<file path="config.mk">
export PLATFORM = sky130hd
export DESIGN_NAME = kernel_rowbuf_ctrl
export DESIGN_NICKNAME = d
export VERILOG_FILES = /design/src/rtl/kernel_rowbuf_ctrl.sv
export SDC_FILE = /design/constraint.sdc
export NUM_CORES = 1
export LEC_CHECK = 0
export BUFFER_PORTS_ARGS = -buffer_cell sky130_fd_sc_hd__buf_2
export CELL_PAD_IN_SITES_DETAIL_PLACEMENT = 1
export CELL_PAD_IN_SITES_GLOBAL_PLACEMENT = 1
export CORE_ASPECT_RATIO = 1.4
export CORE_MARGIN = 2
export CORE_UTILIZATION = 39
export CTS_BUF_LIST = sky130_fd_sc_hd__clkbuf_8
export DETAILED_ROUTE_END_ITERATION = 12
export HOLD_SLACK_MARGIN = 0.03
export PLACE_DENSITY = 0.79
export SETUP_SLACK_MARGIN = 0.15
export SLEW_MARGIN = 20
export SYNTH_ARGS = -nofsm -noshare
export SYNTH_HDL_FRONTEND = slang
export SYNTH_SLANG_ARGS = --single-unit
</file>
<file path="constraint.sdc">
create_clock -name clk -period 2.27 [get_ports clk]
set_clock_uncertainty 0.2 [all_clocks]
set_input_delay 0.227 -clock clk [delete_from_list [all_inputs] [get_ports clk]]
set_output_delay 0.227 -clock clk [all_outputs]
set_load 0.01 [all_outputs]
</file>
<file path="src/rtl/kernel_rowbuf_ctrl.sv">
// Sequencing controller for a KERNEL_SIZE x KERNEL_SIZE window over KERNEL_SIZE-1 row buffers.
// Rotates a write pointer across the buffers and frames the border-trimmed output stream.
`timescale 1ns/1ps

`ifndef DTYPE_WIDTH
`define DTYPE_WIDTH        8
`define DTYPE_FRAME_START  8'h01
`define DTYPE_FRAME_END    8'h02
`define DTYPE_ROW_START    8'h04
`define DTYPE_ROW_END      8'h08
`define DTYPE_PIXEL_MASK   8'h70
`define DTYPE_HEADER       8'h80
`endif

module kernel_rowbuf_ctrl #(
    parameter int KERNEL_SIZE    = 3,
    parameter int NUM_COLS_WIDTH = 11,
    parameter int MAX_COLS       = 1288,
    parameter int NUM_ROWS_WIDTH = 11
) (
    input  logic                      clk,
    input  logic                      resetb,
    input  logic                      dvi,
    input  logic [`DTYPE_WIDTH-1:0]   dtypei,
    input  logic                      clr_err,
    output logic [NUM_COLS_WIDTH-1:0] col_addr,
    output logic [KERNEL_SIZE-2:0]    buf_we,
    output logic [2:0]                rd_base,
    output logic                      kernel_shift,
    output logic                      dvo,
    output logic [`DTYPE_WIDTH-1:0]   dtypeo,
    output logic [NUM_COLS_WIDTH-1:0] out_cols,
    output logic [NUM_ROWS_WIDTH-1:0] out_rows,
    output logic                      err_overflow,
    output logic                      err_len,
    output logic                      err_proto,
    output logic [1:0]                state_dbg
);

    localparam int NBUF = KERNEL_SIZE - 1;
    localparam logic [NUM_COLS_WIDTH-1:0] MAX_COLS_V = NUM_COLS_WIDTH'(MAX_COLS);
    localparam logic [NUM_COLS_WIDTH-1:0] TRIM_C     = NUM_COLS_WIDTH'(KERNEL_SIZE - 1);
    localparam logic [NUM_ROWS_WIDTH-1:0] TRIM_R     = NUM_ROWS_WIDTH'(KERNEL_SIZE - 1);
    localparam logic [2:0]                LAST_PTR   = 3'(NBUF - 1);

    typedef enum logic [1:0] {
        S_IDLE = 2'd0,
        S_GAP  = 2'd1,
        S_ROW  = 2'd2
    } state_t;

    state_t                    state;
    logic [2:0]                wr_ptr;
    logic [NUM_ROWS_WIDTH-1:0] row_cnt;
    logic [NUM_COLS_WIDTH-1:0] row0_len;

    logic is_pix, is_fs, is_fe, is_rs, is_re;
    logic in_row, pix_acc, col_ok, valid_row, valid_col, dvo_nx;

    // Handshake: there is no backpressure; a token is consumed in every cycle where dvi=1.
    assign is_pix    = |(dtypei & `DTYPE_PIXEL_MASK);
    assign is_fs     = (dtypei == `DTYPE_FRAME_START);
    assign is_fe     = (dtypei == `DTYPE_FRAME_END);
    assign is_rs     = (dtypei == `DTYPE_ROW_START);
    assign is_re     = (dtypei == `DTYPE_ROW_END);
    assign in_row    = (state == S_ROW);
    assign pix_acc   = dvi && is_pix && in_row;
    assign col_ok    = (col_addr < MAX_COLS_V);
    assign valid_row = (row_cnt >= TRIM_R);
    assign valid_col = (col_addr >= TRIM_C);

    assign kernel_shift = pix_acc;
    assign rd_base      = wr_ptr;
    assign state_dbg    = state;

    always_comb begin
        buf_we = '0;
        for (int i = 0; i < NBUF; i++) begin
            if (wr_ptr == 3'(i)) buf_we[i] = pix_acc && col_ok;
        end
    end

    // Tokens that are ignored as protocol violations keep plain dvi framing.
    always_comb begin
        dvo_nx = dvi;
        if (is_pix && in_row)
            dvo_nx = dvi && valid_row && valid_col;
        else if (is_rs && (state != S_IDLE))
            dvo_nx = dvi && valid_row;
        else if (is_re && in_row)
            dvo_nx = dvi && valid_row;
    end

    always_ff @(posedge clk) begin
        if (!resetb) begin
            state        <= S_IDLE;
            col_addr     <= '0;
            wr_ptr       <= '0;
            row_cnt      <= '0;
            row0_len     <= '0;
            dvo          <= 1'b0;
            dtypeo       <= '0;
            out_cols     <= '0;
            out_rows     <= '0;
            err_overflow <= 1'b0;
            err_len      <= 1'b0;
            err_proto    <= 1'b0;
        end else begin
            dtypeo <= dtypei;
            dvo    <= dvo_nx;
            // A clear is overridden by a set in the same cycle below.
            if (clr_err) begin
                err_overflow <= 1'b0;
                err_len      <= 1'b0;
                err_proto    <= 1'b0;
            end
            if (dvi) begin
                if (is_pix) begin
                    if (in_row) begin
                        if (col_ok) col_addr <= col_addr + 1'b1;
                        else        err_overflow <= 1'b1;
                    end else begin
                        err_proto <= 1'b1;
                    end
                end else if (is_fs) begin
                    if (state != S_IDLE) err_proto <= 1'b1;
                    state   <= S_GAP;
                    row_cnt <= '0;
                    wr_ptr  <= '0;
                end else if (is_rs) begin
                    if (state == S_IDLE) begin
                        err_proto <= 1'b1;
                    end else begin
                        if (in_row) err_proto <= 1'b1;
                        state    <= S_ROW;
                        col_addr <= '0;
                    end
                end else if (is_re) begin
                    if (in_row) begin
                        state  <= S_GAP;
                        wr_ptr <= (wr_ptr == LAST_PTR) ? 3'd0 : wr_ptr + 3'd1;
                        if (row_cnt != '1) row_cnt <= row_cnt + 1'b1;
                        if (row_cnt == '0)
                            row0_len <= col_addr;
                        else if (col_addr != row0_len)
                            err_len <= 1'b1;
                    end else begin
                        err_proto <= 1'b1;
                    end
                end else if (is_fe) begin
                    if (state == S_GAP) begin
                        state    <= S_IDLE;
                        out_cols <= (row0_len > TRIM_C) ? row0_len - TRIM_C : '0;
                        out_rows <= (row_cnt > TRIM_R) ? row_cnt - TRIM_R : '0;
                    end else begin
                        err_proto <= 1'b1;
                        state     <= S_IDLE;
                    end
                end
            end
        end
    end

endmodule

</file>
==> results.sh <==
export IMPL_die_w_um=86.50
export IMPL_pwr_share_clk_pct=37.6
export IMPL_grt_max_degree=17
export IMPL_drc=0
export IMPL_area_delta_synth_final_pct=46.57
export IMPL_synthTopCellsByArea="dfxtp_1, xor2_1, nand2_1, a21oi_1, nor2_1"
export IMPL_slowest_stage="or4_4"
export IMPL_holdWs_ps=44.66
export IMPL_drt_iter0_drc=121
export IMPL_yosysMostFrequentCell="dfxtp_1"
export IMPL_vias_per_cell=5.780
export IMPL_combPwrFrac_pct=6.7
export IMPL_grt_pass1_vias=4167
export IMPL_cp_buffers_inverters=0
export IMPL_ff_latch_area_mm2=0.001461
export IMPL_hold_path_class="in2reg"
export IMPL_synth_common_cells="dfxtp_1, nand2_1, a21oi_1"
export IMPL_crit_top_cell="or4_4"
export IMPL_clk_latency_ps=370
export IMPL_status="finished with violations"
export IMPL_numCtsBuffers=9
export IMPL_ios=65
export IMPL_diodes=0
export IMPL_cts_tree="yes"
export IMPL_drt_total_wl_mm=13.93
export IMPL_required_ps=2340
export IMPL_clkTransAtPathRegs_ps=70
export IMPL_ir_drop_uv=286.1
export IMPL_cts_sinks=72
export IMPL_synth_cell_types=56
export IMPL_gp_congestion=0.9339
export IMPL_worst_setup_path_type="reg2reg"
export IMPL_synth_edff_count=0
export IMPL_power_leakage_nw=2.296
export IMPL_max_slew_margin_rel_pct=62.03
export IMPL_ys_ff_latch=72
export IMPL_num_vias=4063
export IMPL_cp_data_arrival_time_ps=2430
export IMPL_netlist_area_mm2=0.003716
export IMPL_async_flop_share_pct=0
export IMPL_gr_total_overflow=0
export IMPL_grt_usage_pct=25.38
export IMPL_yosys_area_top_type_share_pct=38.79
export IMPL_syn_area_per_cell_um2=8.221
export IMPL_initial_core_util_pct=39.73
export IMPL_power_mw=2.280
export IMPL_cts_root_buffer="clkbuf_8"
export IMPL_yosysWarnings=0
export IMPL_violations="negative setup slack"
export IMPL_hpwl_mm=9.221
export IMPL_grt_pass1_wl_mm=20.57
export IMPL_path_cells="or4_4 > or3_4 > or4_4 > xnor2_1 > a32o_1"
export IMPL_dieArea_mm2=0.01034
export IMPL_ys_seq_area_share_pct=38.79
export IMPL_ant_nets=0
export IMPL_rows=42
export IMPL_p_sw_mw=0.5774
export IMPL_multiInputGateArea_mm2=0.002549
export IMPL_fmax_ghz=0.4237
export IMPL_post_place_ws_ps=-183.1
export IMPL_rsz0062_at_grt="yes"
export IMPL_setup_ws_ps=-89.91
export IMPL_netlist_instances=452
export IMPL_tightest_slew_ps=567.5
export IMPL_cp_top_family="simple AND/OR/NAND/NOR gates"
export IMPL_clockBufferDepth=2
export IMPL_p_int_mw=1.703
export IMPL_finalHoldViolations=0
export IMPL_endpoint_kind="register"
export IMPL_antenna_found_initial=0
export IMPL_dieHeight_um=119.5
export IMPL_place_inst=662
export IMPL_p_per_area_mw_per_mm2=418.7
export IMPL_port_buffers=64
export IMPL_fin_cells=703
export IMPL_setup_tns_ps=-90.13
export IMPL_fill_cells=1113
export IMPL_seq_power_share_pct=55.8
export IMPL_layout_drive_gt1_share_pct=41.82
export IMPL_drtPass1Iterations=4
export IMPL_maxSlewViolCount=0
export IMPL_setup_violations_final=2
export IMPL_slowest_delay_ps=530
export IMPL_h_tree_depth=3
export IMPL_finalCriticalPeriod_ps=2360
export IMPL_sw_frac_of_total_pct=25.32
export IMPL_fin_crit_sh_pct=104.0
export IMPL_drt_wirelength_per_cell_um=19.81
export IMPL_fp_coreArea_mm2=0.009354
export IMPL_ys_flop_type="dfxtp_1"
export IMPL_syn_nets=471
export IMPL_finalNetCount=608
export IMPL_yosysTopAreaCell="dfxtp_1"
export IMPL_maxCapViolCount=0
export IMPL_critPathLaunchType="register"
export IMPL_cp_max_fo=3
## cell families after synthesis
kind of cell,synth area share (%)
adder cells (fa/ha/maj),2.357
XOR/XNOR,6.835
buffers and inverters,4.915
multiplexers,1.077
flip-flops,38.79
AND/OR/NAND/NOR,28.86
AO/OA/AOI/OAI,17.17
## stage by stage
stage,utilization (%),area (um2)
after global placement,50.55,4728
final,58.23,5446
after global routing,58.23,5446
after floorplan,-,3958
after CTS,54.52,5100
after detailed placement,50.55,4728
## per-layer routing
metal | part of all wire, % | vias to the layer above | global-route usage [%]
li1 | - | 1892 | -
met1 | 38 | 2027 | 26.98
met2 | 55 | 101 | 47.21
met3 | 2.8 | 43 | 3.164
met4 | 4.0 | 0 | 13.57
met5 | 0 | - | 0
## power groups by stage
| stage | Clock [mW] | Sequential [mW] | Combinational (mW) |
|---|---|---|---|
| floorplan | 0 | 1.31 | 0.0628 |
| detailed placement | 0 | 1.30 | 0.129 |
| global route | 0.910 | 1.27 | 0.161 |
| finish | 0.856 | 1.27 | 0.152 |
| CTS | 0.858 | 1.27 | 0.140 |
| global placement | 0 | 1.30 | 0.126 |
## cells in the final DEF (no fill, tap or decap), drive strengths merged, types with 4 or more instances in the layout
master	n
buf	149
dfxtp	72
nand2	51
a21oi	37
nor2	34
o21ai	23
xor2	22
inv	20
or4	15
nor3	12
or3	12
nand3	11
a22oi	10
clkbuf	9
nor4	9
o31ai	9
and2	8
or4b	8
xnor2	7
dlygate4sd3	7
ha	7
nand4	6
nand2b	5
mux2i	4
nor2b	4
and3	4
## registers in the layout (all words and copies together) (netlist names)
register and cells:
col_addr 11, out_cols 11, out_rows 11, row0_len 11, row_cnt 11, dtypeo 8, rd_base 3, state_dbg 2
dvo 1, err_len 1, err_overflow 1, err_proto 1
## tightest hold or removal path, stage by stage
cell and delay, ps:
buf_2 120, buf_4 120, and2_1 110
## worst paths after layout
path	from	endpoint	depth (start not counted)	slack, ps
worst min-delay path	dtypei[3]	dtypeo[3]	3	40
worst max-delay path	row0_len[6]	out_cols[10]	5	-90
worst max register to register	row0_len[6]	out_cols[10]	5	-90
worst min register to register	out_rows[10]	out_rows[10]	2	260
## area by class of cell
type,instances,share of cell area [%]
multi-input combinational,334,46.80
clock buffer,9,2.274
tap,110,2.527
timing repair buffer,156,20.03
clock inverter,6,0.4365
inverter,16,1.103
sequential,72,26.83
## what timing repair did
| action | CTS | global route |
|---|---|---|
| setup endpoints to repair | 46 | 40 |
| hold buffers | 7 | 0 |
| pin swaps | 12 | 29 |
| resized for setup | 25 | 59 |
| endpoints found under the hold margin | 8 | 0 |
| setup buffers | 7 | 12 |
No activity file was read; power rests on OpenSTA's default activity.
